`src/rtl/uart_pkg.sv`:
```
// uart_pkg: shared state type, parity modes and frame sizing for the UART blocks
package uart_pkg;
  typedef enum logic [2:0] {IDLE, START, DATA, PARITY, STOP} uart_state_t;
  localparam int PAR_NONE = 0;
  localparam int PAR_ODD  = 1;
  localparam int PAR_EVEN = 2;
  function automatic int frame_bits(input int data_bits, input int parity, input int stop_bits);
    return 1 + data_bits + (parity != PAR_NONE ? 1 : 0) + stop_bits;
  endfunction
endpackage

```
`src/rtl/sync_fifo.sv`:
```
// sync_fifo: circular-buffer FIFO; the extra pointer MSB separates full from empty
module sync_fifo #(
  parameter int WIDTH = 8,
  parameter int DEPTH = 4
) (
  input  logic             clk,
  input  logic             rst,
  input  logic             push,
  input  logic             pop,
  input  logic [WIDTH-1:0] din,
  output logic [WIDTH-1:0] dout,
  output logic             full,
  output logic             empty
);
  localparam int AW = $clog2(DEPTH);
  logic [WIDTH-1:0] mem [DEPTH];
  logic [AW:0] wp, rp;
  logic wr, rd;
  assign empty = wp == rp;
  assign full  = (wp[AW] != rp[AW]) && (wp[AW-1:0] == rp[AW-1:0]);
  assign dout  = mem[rp[AW-1:0]];
  assign wr    = push && !full;
  assign rd    = pop && !empty;
  always_ff @(posedge clk) begin
    if (rst) begin
      wp <= '0;
      rp <= '0;
    end else begin
      wp <= wr ? wp + 1'b1 : wp;
      rp <= rd ? rp + 1'b1 : rp;
    end
  end
  always_ff @(posedge clk)
    if (wr) mem[wp[AW-1:0]] <= din;
endmodule

```
`src/rtl/uart_tx_cfg.sv`:
```
// uart_tx_cfg: FIFO-fed UART transmitter with configurable data width, parity and stop bits
module uart_tx_cfg import uart_pkg::*; #(
  parameter int CLOCKS_PER_BAUD = 868,
  parameter int DATA_BITS       = 8,
  parameter int PARITY          = 0,
  parameter int STOP_BITS       = 1,
  parameter int FIFO_DEPTH      = 4
) (
  input  logic                 clk,
  input  logic                 rst,
  input  logic [DATA_BITS-1:0] data_i,
  input  logic                 start_i,
  output logic                 ready_o,
  output logic                 busy_o,
  output logic                 done_o,
  output logic                 overflow_o,
  output logic                 tx
);
  localparam int CW = $clog2(CLOCKS_PER_BAUD);
  if (CLOCKS_PER_BAUD < 2 || DATA_BITS < 5 || DATA_BITS > 9 || PARITY < 0 || PARITY > 2 ||
      STOP_BITS < 1 || STOP_BITS > 2 || FIFO_DEPTH < 2 || (FIFO_DEPTH & (FIFO_DEPTH - 1)) != 0)
  begin : g_bad_cfg
    $error("uart_tx_cfg: illegal parameter combination");
  end
  uart_state_t state;
  logic [CW-1:0] baud;
  logic [3:0] idx;
  logic [DATA_BITS-1:0] shreg, fifo_dout;
  logic par_bit, frame_end, full, empty, pop, baud_end, last_stop, line_bit;
  sync_fifo #(.WIDTH(DATA_BITS), .DEPTH(FIFO_DEPTH)) u_fifo (
    .clk(clk), .rst(rst), .push(start_i), .pop(pop),
    .din(data_i), .dout(fifo_dout), .full(full), .empty(empty)
  );
  assign ready_o   = !full;
  assign baud_end  = baud == CW'(CLOCKS_PER_BAUD - 1);
  assign last_stop = state == STOP && baud_end && idx == 4'(STOP_BITS - 1);
  assign pop       = !empty && (state == IDLE || last_stop);
  assign line_bit  = state == START ? 1'b0 :
                     state == DATA ? shreg[0] :
                     state == uart_pkg::PARITY ? par_bit : 1'b1;
  // tx trails the FSM by one register stage, so done_o is delayed to match the wire
  always_ff @(posedge clk) begin
    if (rst) begin
      state      <= IDLE;
      baud       <= '0;
      idx        <= '0;
      shreg      <= '0;
      par_bit    <= 1'b0;
      frame_end  <= 1'b0;
      tx         <= 1'b1;
      done_o     <= 1'b0;
      overflow_o <= 1'b0;
      busy_o     <= 1'b0;
    end else begin
      tx         <= line_bit;
      frame_end  <= last_stop;
      done_o     <= frame_end;
      overflow_o <= start_i && full;
      busy_o     <= state != IDLE || !empty || frame_end;
      baud       <= (state == IDLE || baud_end) ? '0 : baud + 1'b1;
      if (pop) begin
        shreg   <= fifo_dout;
        par_bit <= (^fifo_dout) ^ (PARITY == PAR_ODD);
        idx     <= '0;
        state   <= START;
      end else if (state != IDLE && baud_end) begin
        case (state)
          START: begin
            idx   <= '0;
            state <= DATA;
          end
          DATA: begin
            shreg <= shreg >> 1;
            idx   <= idx == 4'(DATA_BITS - 1) ? '0 : idx + 1'b1;
            if (idx == 4'(DATA_BITS - 1)) state <= PARITY != PAR_NONE ? uart_pkg::PARITY : STOP;
          end
          uart_pkg::PARITY: begin
            idx   <= '0;
            state <= STOP;
          end
          STOP: begin
            idx <= idx + 1'b1;
            if (idx == 4'(STOP_BITS - 1)) state <= IDLE;
          end
          default: state <= IDLE;
        endcase
      end
    end
  end
endmodule

```
`config.mk`:
```
export PLATFORM = sky130hd
export DESIGN_NAME = uart_tx_cfg
export DESIGN_NICKNAME = d
export VERILOG_FILES = /design/src/rtl/uart_pkg.sv /design/src/rtl/sync_fifo.sv /design/src/rtl/uart_tx_cfg.sv
export SDC_FILE = /design/constraint.sdc
export NUM_CORES = 1
export LEC_CHECK = 0
export ABC_AREA = 1
export BUFFER_PORTS_ARGS = -buffer_cell sky130_fd_sc_hd__buf_2
export CAP_MARGIN = 20
export CORE_ASPECT_RATIO = 0.9
export CORE_MARGIN = 4
export CORE_UTILIZATION = 38
export DETAILED_ROUTE_END_ITERATION = 16
export PLACE_DENSITY = 0.55
export SLEW_MARGIN = 20
export SYNTH_ARGS = -nofsm -noshare
export SYNTH_HDL_FRONTEND = slang
export SYNTH_SLANG_ARGS = --single-unit
```
`constraint.sdc`:
```
create_clock -name clk -period 2 [get_ports clk]
set_input_delay 0.1 -clock clk [delete_from_list [all_inputs] [get_ports clk]]
set_output_delay 0.1 -clock clk [all_outputs]
set_load 0.05 [all_outputs]
```
==> results_tabular.tex <==
\begin{tabular}{lr}
\hline
Metric & Value \\
\hline
\multicolumn{2}{l}{\textbf{Logic synthesis}} \\
\quad Number of enable flip-flop cells after synthesis & 32 \\
\quad Flip-flop and latch count after synthesis & 71 \\
\quad Post-synthesis cell type count & 38 \\
\quad Dominant cells by area after synthesis & edfxtp\_1, dfxtp\_1, nand2\_1 \\
\quad Sequential cell area fraction in the yosys report & 0.521 \\
\quad Commonest cells post-synth & nand2\_1, nand3\_1, dfxtp\_1 \\
\quad Synthesized area per cell & 8.29 um2 \\
\quad Most frequently used cell type in the post-synthesis netlist & nand2\_1 \\
\quad Yosys synthesis warning count & 0 \\
\quad Number of cells produced by synthesis & 403 \\
\quad Post-synthesis net count & 422 \\
\quad Post-synthesis cell type with the largest combined area & edfxtp\_1 \\
\quad Ys flop type & dfxtp\_1 \\
\quad Post-synthesis instance area & 3340 um2 \\
\quad Ys async rst share & 0 \\
\quad Share of the synthesized area in the top cell type & 0.288 \\
\multicolumn{2}{l}{\textbf{Setup path}} \\
\quad Category of the critical setup timing path & register to register \\
\quad Worst setup EP type & register \\
\quad Data arrival at the endpoint of the critical path & 2.00 ns \\
\quad Launch point of the worst reg-to-reg path & baud[0]\$\_SDFF\_PP0\_ \\
\quad CP startpoint & baud[0]\$\_SDFF\_PP0\_ \\
\quad Crit-path max FO & 14 \\
\quad Type of element launching the critical path & register \\
\quad Critical path data required time & 2.24 ns \\
\multicolumn{2}{l}{\textbf{Timing}} \\
\quad Worst slew slack as a fraction of its limit & 0.724 \\
\quad Period utilisation layout & 0.880 \\
\quad Final slew viol count & 0 \\
\quad Unrepaired setup endpoints after global routing & no \\
\quad Final-report setup violation count & 0 \\
\quad Maximum achievable frequency & 0.568 GHz \\
\quad Clock Skew & 0.0116 ns \\
\quad Fin worst setup slack & 0.240 ns \\
\quad Final critical delay including setup and external delays & 1.76 ns \\
\quad Total count of hold-check failures in the final report & 0 \\
\quad Slew @ Worst Pin & 0.413 ns \\
\multicolumn{2}{l}{\textbf{Layout}} \\
\quad Net total in the final layout & 456 \\
\quad Final antenna diode count & 0 \\
\quad Core Util, Final & 0.450 \\
\quad Area growth syn-to-layout & 15.3\% \\
\quad Fraction of final layout cells sized beyond drive strength 1 & 0.145 \\
\quad FF/Latch Area & 1740 um2 \\
\quad Area used by multi-input combinational logic & 1380 um2 \\
\quad Filler Cells Inserted & 869 \\
\multicolumn{2}{l}{\textbf{Detailed routing}} \\
\quad Remaining antenna violation count after routing & 0 \\
\quad Overall via count from detail\_route & 2567 \\
\quad Number of DRC markers in iteration 0 & 75 \\
\quad Number of detailed-route iterations in the first pass & 4 \\
\quad Count of unresolved DRC violations after routing & 0 \\
\quad Routed wire length & 6670 um \\
\quad Routed wirelength normalized by instance count & 11.9 um \\
\quad Drt via density & 4.58 \\
\multicolumn{2}{l}{\textbf{Clock tree}} \\
\quad Cell at the root of the clock tree & clkbuf\_8 \\
\quad CTS sink cnt & 71 \\
\quad Count of buffers added by post-CTS timing repair for setup & 0 \\
\quad Clock tree from TritonCTS & done \\
\quad Clock input transition at the sequential cells of the worst setup and hold paths & 0.07 ns \\
\quad TritonCTS Buffers & 9 \\
\quad Insertion delay to the later sink of the worst-skew pair & 0.35 ns \\
\quad Clock buffer depth & 2 \\
\quad Depth of the CTS H-tree & 3 \\
\multicolumn{2}{l}{\textbf{Floorplan}} \\
\quad Site Rows & 32 \\
\quad X dimension of the die & 107 um \\
\quad Number of I/O pins & 16 \\
\quad Core footprint & 8570 um2 \\
\quad Initial Util & 0.390 \\
\quad Die Area & 10400 um2 \\
\quad Die boundary height & 97.0 um \\
\multicolumn{2}{l}{\textbf{Global routing}} \\
\quad Gr ovfl total & 0 \\
\quad Pin count of the biggest net entering global routing & 19 \\
\quad Combined global-route utilization of all metal layers & 0.140 \\
\quad Initial antenna violation count & 0 \\
\quad Global-route wire length before repair & 11400 um \\
\quad Vias in the first global route & 2431 \\
\multicolumn{2}{l}{\textbf{Power}} \\
\quad Static leakage power & 1.60 nW \\
\quad Max VDD drop & 0.381 mV \\
\quad Total power divided by cell area & 1200 nW/um2 \\
\multicolumn{2}{l}{\textbf{Placed design}} \\
\quad Post-DP HPWL & 4800 um \\
\quad Post-Place Setup Slack & 0.245 ns \\
\quad Input/output buffers & 15 \\
\quad Weighted congestion reported at the end of routability-driven placement & 0.758 \\
\multicolumn{2}{l}{\textbf{Hold path}} \\
\quad Kind of path behind the tightest hold check & input port to register \\
\quad Launch instance of the worst min-delay path & rst \\
\multicolumn{2}{l}{\textbf{Outcome}} \\
\quad Outcome & completed \\
\multicolumn{2}{l}{\textbf{Run}} \\
\quad Max Cap Viol & 0 \\
\hline
\end{tabular}
cell families after synthesis:
kind of cell / count (synthesis) / synth area share
simple gates: 235 / 0.309
xor+xnor: 3 / 0.00787
flops: 71 / 0.521
buf+inv: 50 / 0.0670
fa+ha+maj: 8 / 0.0300
compound gates: 36 / 0.0644
cell usage in the layout, fill, tap and decap left out, types with 7 or more instances in the layout:
cell           count
nor2_1            32
buf_4              7
buf_2             15
a31oi_1            7
clkbuf_8           9
nand2_1          134
nand3_1           44
inv_2              8
a21oi_1           14
ha_1               8
dfxtp_1           39
inv_1             32
edfxtp_1          32
dlygate4sd3_1      9
through the flow:
stage	std cells	power [mW]	area (um2)	hold slack (ns)	setup TNS (ns)
final	561	4.61	3850	0.0824	0
after global routing	561	4.98	3850	0.0861	0
after CTS	561	4.66	3850	0.0732	0
after detailed placement	536	3.42	3560	0.323	0
after global placement	536	3.39	3560	0.315	0
after floorplan	403	3.11	3340	0.169	-0.549
timing repair:
item	CTS	global route
hold endpoints to repair	33	0
endpoints found under the setup margin	0	0
resized for setup	0	0
hold buffers	9	0
path summary, 6_finish.rpt:
| path | slack (ns) | cells past startpoint | endpoint |
|---|---|---|---|
| max | 0.24 | 9 | idx[0]$_SDFFE_PP0P_ |
| min | 0.08 | 2 | state[0]$_SDFFE_PP0P_ |
| max reg2reg | 0.24 | 9 | idx[0]$_SDFFE_PP0P_ |
| min reg2reg | 0.43 | 2 | done_o$_SDFF_PP0_ |
flip-flops by register name, indices dropped and copies added, names as in the netlist, named ones only:
register / count
u_fifo.mem: 32
u_fifo.rp: 3
frame_end: 1
shreg: 8
busy_o: 1
overflow_o: 1
u_fifo.wp: 3
done_o: 1
idx: 4
state: 3
par_bit: 1
tx: 1
baud: 10
area by class of cell:
class                   count  share of cell area
multi-input cells         282               0.357
repair buffers             31              0.0565
inverters                  42              0.0425
well taps                 119              0.0386
flip-flops and latches     71               0.452
clock buffers              12              0.0351
clock inverters             4              0.0182
metal layers:
layer	vias up	part of all wire	global-route usage
met5	-	0	0
met4	0	0.019	0.0560
met3	10	0.028	0.0374
met2	32	0.43	0.208
met1	1141	0.52	0.193
li1	1384	-	-
worst max-delay path, cell delays in order, from the launching register on:
cell and delay [ns]:
dfxtp_1 0.36, ha_1 0.19, nand2_1 0.09, nor3_2 0.25, nand3_2 0.14, nand2_4 0.13, nand2_4 0.14, nand2_2 0.15
nor2_1 0.07, a21boi_1 0.12
where the power goes:
part | switching [mW] | internal (mW) | total (mW)
Combinational | 1.05 | 0.506 | 1.56
Clock | 0.520 | 0.700 | 1.22
Sequential | 0.117 | 1.71 | 1.83
Total | 1.69 | 2.92 | 4.61
(Power assumes the default switching activity.)
